`config.mk`:
```
export PLATFORM = sky130hd
export DESIGN_NAME = muldiv_unit_flat
export DESIGN_NICKNAME = d
export VERILOG_FILES = /design/src/rtl/muldiv_unit_if.sv /design/src/rtl/muldiv_unit.sv /design/src/flat_wrapper.sv
export SDC_FILE = /design/constraint.sdc
export NUM_CORES = 2
export LEC_CHECK = 0
export BUFFER_PORTS_ARGS = -buffer_cell sky130_fd_sc_hd__buf_2
export CORE_ASPECT_RATIO = 1.25
export CORE_UTILIZATION = 49
export CTS_CLUSTER_SIZE = 14
export DETAILED_ROUTE_END_ITERATION = 12
export PLACE_DENSITY = 0.73
export SLEW_MARGIN = 20
export SYNTH_ARGS = -nofsm -noshare
export SYNTH_HDL_FRONTEND = slang
export SYNTH_SLANG_ARGS = --single-unit
```
`constraint.sdc`:
```
create_clock -name Clk -period 11.95 [get_ports Clk]
set_clock_uncertainty 0.1 [all_clocks]
set_input_delay 0.5975 -clock Clk [delete_from_list [all_inputs] [get_ports Clk]]
set_output_delay 0.5975 -clock Clk [all_outputs]
set_load 0.05 [all_outputs]
```
`src/rtl/muldiv_unit_if.sv`:
```
// Handshake and result bus between the ID/EX stage and the multiply/divide unit.
interface muldiv_unit_if #(
  parameter int unsigned WIDTH = 32
);
  logic             start;
  logic [2:0]       op;
  logic [WIDTH-1:0] rs_val;
  logic [WIDTH-1:0] rt_val;
  logic             read_req;
  logic             cancel;
  logic [WIDTH-1:0] hi;
  logic [WIDTH-1:0] lo;
  logic             busy;
  logic             stall_req;
  logic             done;

  modport master (
    output start, op, rs_val, rt_val, read_req, cancel,
    input  hi, lo, busy, stall_req, done
  );

  modport slave (
    input  start, op, rs_val, rt_val, read_req, cancel,
    output hi, lo, busy, stall_req, done
  );
endinterface

```
`src/rtl/muldiv_unit.sv`:
```
// Iterative MIPS32 multiply/divide unit with HI/LO registers: multi-cycle
// multiply, restoring divide (one quotient bit per cycle) and MTHI/MTLO.
module muldiv_unit #(
  parameter int unsigned WIDTH       = 32,
  parameter int unsigned MUL_LATENCY = 2
) (
  input logic          Clk,
  input logic          Reset,
  muldiv_unit_if.slave bus
);
  localparam int unsigned CMAX = (WIDTH > MUL_LATENCY) ? WIDTH : MUL_LATENCY;
  localparam int unsigned CW   = $clog2(CMAX) + 1;

  localparam logic [2:0] OP_MULT  = 3'd0;
  localparam logic [2:0] OP_MULTU = 3'd1;
  localparam logic [2:0] OP_DIV   = 3'd2;
  localparam logic [2:0] OP_DIVU  = 3'd3;
  localparam logic [2:0] OP_MTHI  = 3'd4;
  localparam logic [2:0] OP_MTLO  = 3'd5;

  typedef enum logic [1:0] {IDLE, MUL, DIV, FIX} state_t;

  state_t           state, state_nx;
  logic [CW-1:0]    count;
  logic [WIDTH-1:0] hi, lo;
  logic [WIDTH-1:0] op_a, op_b, rem;
  logic             mul_signed, neg_q, neg_r, div_zero, done;

  logic             accept, busy, mul_fin, fix_fin, div_step;

  // ---------------- state register ----------------
  always_ff @(posedge Clk) begin
    if (Reset) state <= IDLE;
    else       state <= state_nx;
  end

  // ---------------- next-state logic ----------------
  always_comb begin
    state_nx = state;
    accept   = 1'b0;
    case (state)
      IDLE: begin
        accept = bus.start && !bus.cancel && (bus.op <= OP_MTLO);
        if (accept && (bus.op == OP_MULT || bus.op == OP_MULTU)) state_nx = MUL;
        if (accept && (bus.op == OP_DIV  || bus.op == OP_DIVU))  state_nx = DIV;
      end
      MUL:     if (bus.cancel || count == '0) state_nx = IDLE;
      DIV:     if (bus.cancel) state_nx = IDLE;
               else if (count == '0) state_nx = FIX;
      FIX:     state_nx = IDLE;
      default: state_nx = IDLE;
    endcase
  end

  // ---------------- output / control decode ----------------
  always_comb begin
    busy          = (state != IDLE);
    mul_fin       = (state == MUL) && (count == '0) && !bus.cancel;
    fix_fin       = (state == FIX) && !bus.cancel;
    div_step      = (state == DIV) && !bus.cancel;
    bus.busy      = busy;
    bus.stall_req = busy && (bus.start || bus.read_req);
    bus.hi        = hi;
    bus.lo        = lo;
    bus.done      = done;
  end

  // ---------------- datapath ----------------
  logic             rs_neg, rt_neg;
  logic [WIDTH-1:0] abs_rs, abs_rt;
  logic [2*WIDTH-1:0] ext_a, ext_b, product;
  logic [WIDTH:0]   rem_shift, diff;
  logic [WIDTH-1:0] quot_fixed, rem_fixed;

  always_comb begin
    rs_neg    = (bus.op == OP_DIV) && bus.rs_val[WIDTH-1];
    rt_neg    = (bus.op == OP_DIV) && bus.rt_val[WIDTH-1];
    abs_rs    = rs_neg ? -bus.rs_val : bus.rs_val;
    abs_rt    = rt_neg ? -bus.rt_val : bus.rt_val;
    ext_a     = mul_signed ? {{WIDTH{op_a[WIDTH-1]}}, op_a} : {{WIDTH{1'b0}}, op_a};
    ext_b     = mul_signed ? {{WIDTH{op_b[WIDTH-1]}}, op_b} : {{WIDTH{1'b0}}, op_b};
    product   = ext_a * ext_b;
    rem_shift = {rem, op_a[WIDTH-1]};
    diff      = rem_shift - {1'b0, op_b};
    // A zero divisor already leaves |rs| in the remainder, so only the
    // quotient needs forcing; its sign must not be applied.
    quot_fixed = div_zero ? '1 : (neg_q ? -op_a : op_a);
    rem_fixed  = neg_r ? -rem : rem;
  end

  always_ff @(posedge Clk) begin
    if (Reset) begin
      hi         <= '0;
      lo         <= '0;
      count      <= '0;
      op_a       <= '0;
      op_b       <= '0;
      rem        <= '0;
      mul_signed <= 1'b0;
      neg_q      <= 1'b0;
      neg_r      <= 1'b0;
      div_zero   <= 1'b0;
      done       <= 1'b0;
    end else begin
      done <= mul_fin || fix_fin;
      if (accept) begin
        case (bus.op)
          OP_MULT, OP_MULTU: begin
            op_a       <= bus.rs_val;
            op_b       <= bus.rt_val;
            mul_signed <= (bus.op == OP_MULT);
            count      <= CW'(MUL_LATENCY - 1);
          end
          OP_DIV, OP_DIVU: begin
            op_a     <= abs_rs;
            op_b     <= abs_rt;
            rem      <= '0;
            neg_q    <= rs_neg ^ rt_neg;
            neg_r    <= rs_neg;
            div_zero <= (bus.rt_val == '0);
            count    <= CW'(WIDTH - 1);
          end
          OP_MTHI: hi <= bus.rs_val;
          OP_MTLO: lo <= bus.rs_val;
          default: ;
        endcase
      end
      if (state == MUL && count != '0) count <= count - CW'(1);
      if (div_step) begin
        // op_a doubles as the shifting dividend / quotient register
        if (!diff[WIDTH]) begin
          rem  <= diff[WIDTH-1:0];
          op_a <= {op_a[WIDTH-2:0], 1'b1};
        end else begin
          rem  <= rem_shift[WIDTH-1:0];
          op_a <= {op_a[WIDTH-2:0], 1'b0};
        end
        if (count != '0) count <= count - CW'(1);
      end
      if (mul_fin) {hi, lo} <= product;
      if (fix_fin) begin
        hi <= rem_fixed;
        lo <= quot_fixed;
      end
    end
  end
endmodule

```
`src/flat_wrapper.sv`:
```
// flat-port wrapper written by rule: the top's interface ports become plain ports
module muldiv_unit_flat 
#(
  parameter int unsigned WIDTH       = 32,
  parameter int unsigned MUL_LATENCY = 2
)
  (Clk, Reset, bus_start, bus_op, bus_rs_val, bus_rt_val, bus_read_req, bus_cancel, bus_hi, bus_lo, bus_busy, bus_stall_req, bus_done);
  muldiv_unit_if #(.WIDTH(WIDTH)) bus_i ();
  input logic Clk;
  input logic Reset;
  input wire logic [$bits(bus_i.start)-1:0] bus_start;
  input wire logic [$bits(bus_i.op)-1:0] bus_op;
  input wire logic [$bits(bus_i.rs_val)-1:0] bus_rs_val;
  input wire logic [$bits(bus_i.rt_val)-1:0] bus_rt_val;
  input wire logic [$bits(bus_i.read_req)-1:0] bus_read_req;
  input wire logic [$bits(bus_i.cancel)-1:0] bus_cancel;
  output wire logic [$bits(bus_i.hi)-1:0] bus_hi;
  output wire logic [$bits(bus_i.lo)-1:0] bus_lo;
  output wire logic [$bits(bus_i.busy)-1:0] bus_busy;
  output wire logic [$bits(bus_i.stall_req)-1:0] bus_stall_req;
  output wire logic [$bits(bus_i.done)-1:0] bus_done;
  assign bus_i.start = bus_start;
  assign bus_i.op = bus_op;
  assign bus_i.rs_val = bus_rs_val;
  assign bus_i.rt_val = bus_rt_val;
  assign bus_i.read_req = bus_read_req;
  assign bus_i.cancel = bus_cancel;
  assign bus_hi = bus_i.hi;
  assign bus_lo = bus_i.lo;
  assign bus_busy = bus_i.busy;
  assign bus_stall_req = bus_i.stall_req;
  assign bus_done = bus_i.done;
  muldiv_unit #(.WIDTH(WIDTH), .MUL_LATENCY(MUL_LATENCY)) u_core (.Clk(Clk), .Reset(Reset), .bus(bus_i));
endmodule
```
==> flow_summary.json <==
{
  "status": "finished, final reports clean",
  "fill_cells": 11200,
  "worst_pin_slew_ns": 1.20,
  "fin_crit_sh_pct": 87.3,
  "synthSimpleGateAreaFrac_pct": 14.4,
  "multi_input_area_um2": 48700,
  "postCtsSetupBuffers": 0,
  "grt_pass1_vias": 50100,
  "post_synth_num_cell_types": 78,
  "crit_path_start_kind": "flip-flop",
  "first_pass_iters": 8,
  "grt_max_degree": 80,
  "p_leak_nw": 31.5,
  "clockBufferDepth": 2,
  "clk_pin_slew_ns": 0.08,
  "overflow": 0,
  "rrSetupSlack_ns": 1.52,
  "synth_compound_area_share_pct": 8.00,
  "rsz0062_at_grt": "no",
  "report.final.slew_viol_count": 0,
  "dieHeight_um": 391,
  "yosys_warnings": 0,
  "fin_setup_tns_ns": 0,
  "antenna_left": 0,
  "portBuffers": 138,
  "die_area_um2": 123000,
  "avgSynthCellArea_um2": 8.93,
  "tritoncts": "yes",
  "layout-drive-gt1-share_pct": 5.13,
  "final_nets": 8400,
  "worstPathRequired_ns": 12.20,
  "htree_num_levels": 4,
  "worstPathArrival_ns": 10.68,
  "dp_hpwl_mm": 162,
  "io_pins": 139,
  "cts_buffers": 17,
  "async_reset_ff_share_pct": 0,
  "grt_pass1_wl_mm": 298,
  "synth_top_family_by_area": "adder cells",
  "syn_inst": 6652,
  "ys.flop_type": "dfxtp_1",
  "fmax_ghz": 0.0959,
  "register_area_um2": 3480,
  "ys_ff_latch": 173,
  "hold_path_class": "in -> reg",
  "grt_use_total_pct": 32.8,
  "ys_seq_area_share_pct": 5.83,
  "syn_to_final_growth_pct": 4.84,
  "synthMuxAreaShare_pct": 0.628,
  "syn_nets": 8490,
  "p_per_area_nw_per_um2": 33.5,
  "hold_viol": 0,
  "vdd_drop_max_mv": 0.132,
  "cp-end-kind": "flip-flop",
  "insertion_delay_ns": 0.50,
  "vias": 46600,
  "first_iter_violations": 3863,
  "drc": 0,
  "synth_edf_count": 0,
  "totalWireLength_mm": 194,
  "start_util_pct": 49.4,
  "root_buffer": "clkbuf_16",
  "cts-hold-fix-buffers": 0,
  "clock_sinks": 173,
  "die_w_um": 313,
  "design.core.area_um2": 120000,
  "crit_path_max_fanout": 22,
  "period_minus_slack_ns": 10.43,
  "synthAdderAreaFrac_pct": 55.2,
  "ctsResizeCount": 0,
  "slew_headroom_pct": 19.9,
  "antenna_found_initial": 19,
  "critPathKind": "reg -> reg",
  "fp-row-count": 142,
  "synth_area_um2": 59400,
  "hold_ws_ns": 0.294,
  "drt-vias-per-instance": 5.70,
  "wl_per_cell_um": 23.8,
  "place_congestion": 1.01,
  "synthXorXnorAreaFrac_pct": 3.79,
  "max_cap_violations": 0,
  "setup_viol": 0
}
per-stage QoR:
stage	util [%]	instances	instance area [um^2]	total power [mW]	worst slack (ns)
finish	51.8	8172	62300	2.09	1.52
floorplan	-	6652	59400	1.14	2.68
CTS	51.8	8159	62200	2.08	1.74
global route	51.8	8166	62200	2.18	1.10
detailed placement	51.3	8127	61600	1.46	1.73
global placement	51.3	8127	61600	1.45	1.88
cells in the final DEF, fill, tap and decap left out, types with 9 or more instances in the layout:
cell / count
xor2_1: 101
a311oi_1: 10
and2_1: 533
nand4_1: 13
o41ai_1: 12
clkbuf_16: 17
nand3_1: 46
buf_4: 110
nor4_1: 10
dfxtp_2: 14
o21ai_0: 139
fa_1: 1420
a221oi_1: 39
nand2_1: 704
or2_2: 10
and3_1: 36
a2111oi_0: 9
nor3_1: 43
xnor2_1: 155
o21bai_1: 18
a21o_1: 54
nand2b_1: 15
o211ai_1: 12
a211oi_1: 45
a22oi_1: 29
a21oi_1: 225
a31oi_1: 23
o31ai_1: 31
diode_2: 13
inv_1: 1565
nor2_1: 270
o21a_1: 15
nor2b_1: 11
or4_1: 15
or3_1: 16
ha_1: 346
buf_2: 137
dfxtp_1: 159
mux2i_1: 35
o22ai_1: 10
cells by family after synthesis:
family | Yosys count
DFF | 173
buffers and inverters | 1922
xor gates and xnor gates | 257
muxes | 37
AOI/OAI and AO/OA | 733
and+or+nand+nor | 1760
adders and majority gates | 1770
flip-flops by register name, indices dropped and copies added, names as in the netlist:
name,cells
u_core.neg_r,1
u_core.op_b,32
u_core.rem,32
u_core.neg_q,1
u_core.op_a,32
u_core.bus.lo,32
u_core.mul_signed,1
u_core.count,6
u_core.bus.done,1
u_core.bus.hi,32
u_core.state,2
u_core.div_zero,1
worst max-delay path: stages, from the launching register on:
cell	delay [ns]
dfxtp_1	1.01
nand2_1	0.16
fa_1	0.67
inv_1	0.14
fa_1	0.53
fa_1	0.89
inv_1	0.31
fa_1	0.54
inv_1	0.05
fa_1	0.54
fa_1	0.45
fa_1	0.53
fa_1	0.52
fa_1	0.56
inv_1	0.07
fa_1	0.50
inv_1	0.04
ha_1	0.32
a21oi_1	0.20
o21bai_1	0.08
a21oi_1	0.35
nand2_1	0.16
a211oi_1	0.40
a21oi_1	0.21
a2111oi_0	0.47
o21bai_1	0.15
xnor2_1	0.21
o22ai_1	0.12
power by group:
group | internal (mW) | total [mW] | switching, mW
combinational | 0.261 | 0.820 | 0.559
sequential | 0.595 | 0.646 | 0.0519
clock | 0.319 | 0.620 | 0.301
total | 1.17 | 2.09 | 0.912
final cells by class:
cell class                      count  share of cell area [%]
Clock inverter                     15                   0.330
Multi-Input combinational cell   4557                    78.3
Tap cell                         1584                    3.18
Clock buffer                       17                   0.683
Timing Repair Buffer              247                    2.43
Antenna cell                       13                  0.0522
Inverter                         1566                    9.44
Sequential cell                   173                    5.59
Yosys cell counts, types with 16 or more instances:
| cell | count | share of area (%) |
|---|---|---|
| inv_1 | 1565 | 9.9 |
| fa_1 | 1420 | 48 |
| nand2_1 | 706 | 4.5 |
| and2_1 | 534 | 5.6 |
| ha_1 | 346 | 7.3 |
| clkbuf_1 | 323 | 2.0 |
| nor2_1 | 273 | 1.7 |
| a21oi_1 | 225 | 1.9 |
| dfxtp_1 | 173 | 5.8 |
| xnor2_1 | 156 | 2.3 |
| o21ai_0 | 139 | 1.2 |
| xor2_1 | 101 | 1.5 |
| a21o_1 | 54 | 0.68 |
| nand3_1 | 46 | 0.39 |
| a211oi_1 | 45 | 0.57 |
| nor3_1 | 44 | 0.37 |
| a221oi_1 | 39 | 0.58 |
| and3_1 | 36 | 0.38 |
| mux2i_1 | 35 | 0.59 |
| o31ai_1 | 31 | 0.39 |
| a22oi_1 | 29 | 0.37 |
| buf_1 | 29 | 0.18 |
| a31oi_1 | 23 | 0.24 |
| o21bai_1 | 18 | 0.23 |
| or3_1 | 17 | 0.18 |
| nand2b_1 | 16 | 0.17 |
per-layer routing:
layer	up-vias	wire [um]	track usage, %
li1	19700	-	-
met1	23900	68500	38.7
met2	2203	92500	53.8
met3	736	15900	5.97
met4	16	17100	23.7
met5	-	104	0
worst paths after layout:
| check | start | to | cells after the start |
|---|---|---|---|
| max | u_core.op_b[6] | u_core.bus.hi[31] | 27 |
| min | bus_start | u_core.state[0] | 3 |
| max reg2reg | u_core.op_b[6] | u_core.bus.hi[31] | 27 |
| min reg2reg | u_core.bus.lo[26] | u_core.bus.lo[26] | 2 |
Power figures use the tool's default switching activity.
